**src/rtl/lcd_bus_responder.sv**
```systemverilog
// lcd_bus_responder: display-end model of an 8-bit HD44780-style bus with a 2x16 DDRAM,
// address counter, busy timer and a registered side read port.
module lcd_bus_responder #(
   parameter int BUSY_SHORT = 2000,
   parameter int BUSY_LONG  = 82000
) (
   input  logic       clock50MHz,
   input  logic       reset,
   input  logic       RS,
   input  logic       RW,
   input  logic       E,
   input  logic [7:0] DB,
   output logic [7:0] DB_out,
   output logic       DB_oe,
   input  logic [4:0] rd_addr,
   output logic [7:0] rd_data,
   output logic       busy,
   output logic [6:0] ac,
   output logic       display_on,
   output logic       cursor_on,
   output logic       blink_on,
   output logic       err
);
   localparam int CW = $clog2(BUSY_LONG + 1);
   localparam logic [0:0] IDLE = 1'b0, CLEAR = 1'b1;
   logic          e_s1, e_s2, e_d, rs_s1, rs_s2, rw_s1, rw_s2;
   logic [7:0]    db_s1, db_s2;
   logic [0:0]    state;
   logic [4:0]    fill;
   logic [CW-1:0] cnt;
   logic          inc, fall, long_ins;
   logic [4:0]    idx;
   logic [7:0]    mem [32];
   function automatic logic [6:0] step(input logic [6:0] a, input logic up);
      step = up ? (a == 7'h0F ? 7'h40 : a == 7'h4F ? 7'h00 : a + 7'd1)
                : (a == 7'h00 ? 7'h4F : a == 7'h40 ? 7'h0F : a - 7'd1);
   endfunction
   assign idx      = {ac[6], ac[3:0]};
   assign fall     = e_d & ~e_s2;
   assign busy     = cnt != '0;
   assign DB_oe    = e_s2 & rw_s2;
   assign DB_out   = DB_oe ? (rs_s2 ? mem[idx] : {busy, ac}) : 8'h00;
   assign long_ins = db_s2[7:2] == 6'd0 && db_s2[1:0] != 2'd0;
   always_ff @(posedge clock50MHz or negedge reset)
      if (!reset) begin
         {e_s1, e_s2, e_d, rs_s1, rs_s2, rw_s1, rw_s2} <= '0;
         db_s1      <= '0;
         db_s2      <= '0;
         state      <= IDLE;
         fill       <= '0;
         cnt        <= '0;
         inc        <= 1'b1;
         ac         <= '0;
         display_on <= 1'b0;
         cursor_on  <= 1'b0;
         blink_on   <= 1'b0;
         err        <= 1'b0;
         rd_data    <= '0;
         for (int i = 0; i < 32; i++) mem[i] <= 8'h20;
      end else begin
         {e_s1, e_s2, e_d} <= {E, e_s1, e_s2};
         {rs_s1, rs_s2}    <= {RS, rs_s1};
         {rw_s1, rw_s2}    <= {RW, rw_s1};
         {db_s1, db_s2}    <= {DB, db_s1};
         rd_data           <= mem[rd_addr];
         if (busy) cnt <= cnt - CW'(1);
         if (fall) begin
            if (rw_s2) begin
               if (rs_s2) ac <= step(ac, inc);
            end else if (busy) begin
               err <= 1'b1;
            end else if (rs_s2) begin
               mem[idx] <= db_s2;
               ac       <= step(ac, inc);
               cnt      <= CW'(BUSY_SHORT);
            end else begin
               cnt <= db_s2 == 8'h00 ? '0 : long_ins ? CW'(BUSY_LONG) : CW'(BUSY_SHORT);
               if (db_s2[7]) begin
                  ac  <= db_s2[5:4] == 2'b00 ? db_s2[6:0] : ac;
                  err <= err | (db_s2[5:4] != 2'b00);
               end else if (!db_s2[6]) begin
                  if (db_s2[5]) err <= err | ~db_s2[4];
                  else if (db_s2[4]) ac <= db_s2[3] ? ac : step(ac, db_s2[2]);
                  else if (db_s2[3]) {display_on, cursor_on, blink_on} <= db_s2[2:0];
                  else if (db_s2[2]) inc <= db_s2[1];
                  else if (db_s2[1]) ac <= '0;
                  else if (db_s2[0]) begin
                     state <= CLEAR;
                     fill  <= '0;
                  end
               end
            end
         end
         // fill completion takes precedence over any read-driven ac step in the same cycle
         if (state == CLEAR) begin
            mem[fill] <= 8'h20;
            fill      <= fill + 5'd1;
            if (fill == 5'd31) begin
               state <= IDLE;
               ac    <= '0;
               inc   <= 1'b1;
            end
         end
      end
endmodule

```
**config.mk**
```make
export PLATFORM = sky130hd
export DESIGN_NAME = lcd_bus_responder
export DESIGN_NICKNAME = d
export VERILOG_FILES = /design/src/rtl/lcd_bus_responder.sv
export SDC_FILE = /design/constraint.sdc
export NUM_CORES = 1
export LEC_CHECK = 0
export ABC_AREA = 0
export BUFFER_PORTS_ARGS = -buffer_cell sky130_fd_sc_hd__buf_2
export CORE_MARGIN = 5
export CORE_UTILIZATION = 35
export CTS_CLUSTER_SIZE = 28
export DETAILED_ROUTE_END_ITERATION = 8
export GPL_ROUTABILITY_DRIVEN = 1
export GPL_TIMING_DRIVEN = 0
export SYNTH_ARGS = -nofsm -noshare
export SYNTH_HDL_FRONTEND = slang
export SYNTH_SLANG_ARGS = --single-unit
export TNS_END_PERCENT = 1
```
**constraint.sdc**
```tcl
create_clock -name clock50MHz -period 2.5 [get_ports clock50MHz]
set_clock_uncertainty 0.15 [all_clocks]
set_input_delay 0 -clock clock50MHz [delete_from_list [all_inputs] [get_ports clock50MHz]]
set_output_delay 0 -clock clock50MHz [all_outputs]
set_load 0.05 [all_outputs]
```
==> flow_results.org <==
** Yosys
- Mapped Cells :: 1,857
- Count of flip-flops with a built-in enable after synthesis :: 0
- Area contributors post-synth :: sky130_fd_sc_hd__dfrtp_1 (40%), sky130_fd_sc_hd__mux4_2 (18%), sky130_fd_sc_hd__nand2_1 (12%)
- Average cell area after synthesis :: 9.83 um^2
- After synthesis, the netlist uses 73 different library cells.
- After synthesis the netlist holds a flip-flop and latch count of 322.
- The Yosys step of the flow raised 0 warnings.
- Total standard cell area after synthesis :: 18,300 um^2
- For this run, asynchronously set or reset flops after synthesis account for 1.00.
- Top cell type's share of synthesized area :: 0.396
- Net count of the mapped netlist :: 1,887
- Cell accounting for the most synthesized area :: sky130_fd_sc_hd__dfrtp_1
- Of the synthesized area, sequential elements account for 0.444.
- Primary FF master, synth :: sky130_fd_sc_hd__dfrtp_1

** Timing
- Normalized max-slew margin :: 0.310
- Setup violations remaining at the end of the flow were counted as 272.
- Worst Slack Setup Final :: -0.519 ns
- At the pin with the least slew margin, the transition time is 1.04 ns.
- Final min period :: 3.02 ns
- Setup_tns :: -60.88 ns
- Setup repair after global routing could not meet its margin everywhere.
- Dividing the final minimum period by the clock period gives 1.21.
- Final Hold Fails :: 0
- Highest Clock Rate :: 0.331 GHz
- Count of pins over their slew limit :: 0

** Routing
- Dividing the detail-routed wire length by the instance count gives 27.0 um.
- Count of TritonRoute iterations in the first routing pass :: 6
- Mean number of vias per cell :: 6.15
- Antenna violation net count after detailed routing :: 0
- After detailed routing, the number of remaining DRC violations is 0.
- The detailed router finished its first iteration with 2,556 violations.
- Routed vias :: 16.6k
- Total Wirelength :: 72.7 mm

** Critical path
- Category of the worst setup path launch point :: register
- Max incr delay on CP :: 0.59 ns
- Category of the worst setup path capture point :: output port
- The setup check on the worst reg-to-reg path leaves a slack of -0.40 ns.
- Among all stages on the critical path, the largest delay is contributed by sky130_fd_sc_hd__mux4_2.
- CP Cell Sequence :: buf_12, buf_16, buf_4, buf_12, mux4_2, a22oi_2, a41oi_4, buf_6
- Among cell families on the critical path, the largest total delay comes from buffers and inverters.
- Max FO, Critical Path :: 10
- The number of buffers and inverters on the critical path is 5.
- The critical path is of the register to output port type.
- WP data required :: 2.35 ns
- For the worst setup path, the data arrival time is 2.87 ns.
- The most numerous cell type found on the critical path is sky130_fd_sc_hd__buf_12.

** Global route
- All-layer global routing usage :: 0.249
- Initial antenna violation count :: 1
- Maximum number of pins on one net before global-route repair :: 119
- The number of global-route vias before repair is 16.0k.
- Summed over all layers, the global routing overflow is 0.
- First-pass GRT wire length :: 107 mm

** Power
- Across the VDD grid, the largest voltage drop is 0.000423 V.
- Areal power density over the cells :: 664 nW/um^2
- Static power due to leakage :: 8.67 nW

** Clocking
- Number of buffers on the longest clock path :: 3
- The H-tree was split into 2 levels.
- For the worst-skew pair, the clock arrives at the later sink with an insertion delay of 0.57 ns.
- TritonCTS built the clock tree.
- Buffers inserted during clock tree synthesis total 39.
- In this run the clock root is driven by a sky130_fd_sc_hd__clkbuf_16.
- The clock net in this run drives a total of 322 sinks.
- Clock-pin slew was measured on the worst setup and hold paths at 0.06 ns.

** Worst hold path
- Hold WC Path Type :: input pin to register

** Floorplanning
- DIE HEIGHT :: 238 um
- Die Area :: 56,800 um^2
- Horizontal die dimension :: 238 um
- For this design the top-level I/O count stands at 47.
- Starting density of the core :: 0.354
- Row generation in the floorplan step produced 83 rows.
- The region available for standard cell placement spans 51,500 um^2.

** Layout
- Commonest non-fill, non-tap cell in the layout :: sky130_fd_sc_hd__nand2_1
- With fillers left out, the area of the finished cells amounts to 22,100 um^2.
- Number of nets in the finished design :: 2,016
- 0 antenna diodes ended up in the layout.
- In the final layout, the share of cells above drive strength 1 is 0.258.
- Most frequent cells in the layout :: sky130_fd_sc_hd__nand2_1 (589), sky130_fd_sc_hd__dfrtp_1 (285), sky130_fd_sc_hd__a21oi_1 (218)
- Layout overhead on the synthesized area :: 21.1%

** Status
- The final reports fail on negative setup slack.
- Status :: complete, but fails checks

** Place
- The congestion estimate from routability-driven global placement came to 1.00.
- The count of buffers added on input and output ports is 41.
- Post-Place Cell Area :: 19,400 um^2
- Detailed placement ended at an HPWL of 50.5 mm.

** Job
- The tool flagged a number of max-cap violations equal to 0.
what timing repair did:
item,in CTS,in global routing
pin swaps,60,72
setup buffers,16,3
setup endpoints to repair,278,282
hold endpoints to repair,129,0
hold buffers,26,0
cloned,4,0
resized for setup,165,81
cell usage after synthesis, types with 5 or more instances:
cell,count
sky130_fd_sc_hd__nand3_1,23
sky130_fd_sc_hd__inv_1,15
sky130_fd_sc_hd__o211ai_1,9
sky130_fd_sc_hd__clkbuf_1,65
sky130_fd_sc_hd__ha_1,12
sky130_fd_sc_hd__xor2_1,6
sky130_fd_sc_hd__nor2_4,8
sky130_fd_sc_hd__dfrtp_1,289
sky130_fd_sc_hd__buf_2,25
sky130_fd_sc_hd__mux2_2,14
sky130_fd_sc_hd__xnor2_1,11
sky130_fd_sc_hd__and4_1,6
sky130_fd_sc_hd__a21oi_1,258
sky130_fd_sc_hd__dfstp_2,33
sky130_fd_sc_hd__nand3b_1,37
sky130_fd_sc_hd__o21ai_0,28
sky130_fd_sc_hd__nand4_1,5
sky130_fd_sc_hd__mux4_2,145
sky130_fd_sc_hd__nor2b_1,6
sky130_fd_sc_hd__and3_1,9
sky130_fd_sc_hd__mux2i_1,13
sky130_fd_sc_hd__buf_1,8
sky130_fd_sc_hd__buf_4,5
sky130_fd_sc_hd__or3_1,6
sky130_fd_sc_hd__nor3_1,14
sky130_fd_sc_hd__nand2_1,606
sky130_fd_sc_hd__a22oi_1,8
sky130_fd_sc_hd__a221oi_1,6
sky130_fd_sc_hd__a31oi_1,9
sky130_fd_sc_hd__a211oi_1,5
sky130_fd_sc_hd__nor2_1,101
worst reg2reg max path, cell delays in order (launching register included):
cell                         delay (ns)
sky130_fd_sc_hd__dfrtp_2           0.45
sky130_fd_sc_hd__buf_12            0.18
sky130_fd_sc_hd__buf_16            0.17
sky130_fd_sc_hd__buf_16            0.16
sky130_fd_sc_hd__clkinvlp_4        0.15
sky130_fd_sc_hd__ha_4              0.16
sky130_fd_sc_hd__buf_8             0.13
sky130_fd_sc_hd__nand4_4           0.39
sky130_fd_sc_hd__nor2_2            0.52
sky130_fd_sc_hd__nand2_1           0.12
sky130_fd_sc_hd__a21oi_1           0.23
power by group:
| group | internal [W] | switching, W |
|---|---|---|
| Sequential | 0.00539 | 0.000202 |
| Combinational | 0.00114 | 0.00200 |
| Clock | 0.00358 | 0.00238 |
registers in the layout (all words and copies together), names as in the netlist:
signal      count
ac              7
blink_on        1
cnt            17
cursor_on       1
db_s1           8
db_s2           8
display_on      1
e_d             1
e_s1            1
e_s2            1
err             1
fill            5
inc             1
mem           256
rd_data         8
rs_s1           1
rs_s2           1
rw_s1           1
rw_s2           1
state           1
path summary, 6_finish.rpt:
path,start,to,cells after the start
worst max-delay path,ac[0],DB_out[5],8
worst min-delay path,rd_addr[3],rd_data[0],3
worst max register to register,ac[0],mem[251],10
worst min register to register,db_s1[0],db_s2[0],0
max in group asynchronous,reset,e_s2,4
min in group asynchronous,reset,mem[106],3
logic make-up (layout without fill, tap and decap cells):
family | after synthesis | count (layout) | share of synthesized area
multiplexers | 172 | 172 | 0.195
flip-flops | 322 | 322 | 0.444
AND/OR/NAND/NOR | 854 | 854 | 0.206
XOR/XNOR | 17 | 17 | 0.00816
adder cells (fa/ha/maj) | 12 | 12 | 0.00823
buffers and inverters | 121 | 280 | 0.0280
AO/OA/AOI/OAI | 359 | 359 | 0.111
stage by stage:
step	setup WS, ns	hold slack (ns)	utilization	std cells	total power, W
after CTS	-0.491	0.106	0.425	2695	0.0146
after global placement	-5.60	-0.0407	0.376	2578	0.00811
after detailed placement	-1.01	-0.0407	0.377	2580	0.00816
after global routing	-0.549	0.130	0.429	2696	0.0151
final	-0.519	0.121	0.429	2696	0.0147
after floorplan	-0.181	-0.446	-	1857	0.00722
per-layer routing:
| metal | vias up | track usage | wire (um) |
|---|---|---|---|
| li1 | 6865 | - | - |
| met1 | 8305 | 0.331 | 28000 |
| met2 | 1143 | 0.370 | 31500 |
| met3 | 256 | 0.0859 | 9060 |
| met4 | 2 | 0.114 | 4160 |
| met5 | - | 0 | 13 |
layout make-up:
class	instances	area (um^2)
Timing Repair Buffer	89	840
Multi-Input combinational cell	1414	10200
Clock inverter	18	213
Inverter	17	73.8
Buffer	103	749
Clock buffer	53	1120
Tap cell	680	851
Fill cell	4970	29400
Sequential cell	322	8100
Power figures use the tool's default switching activity.
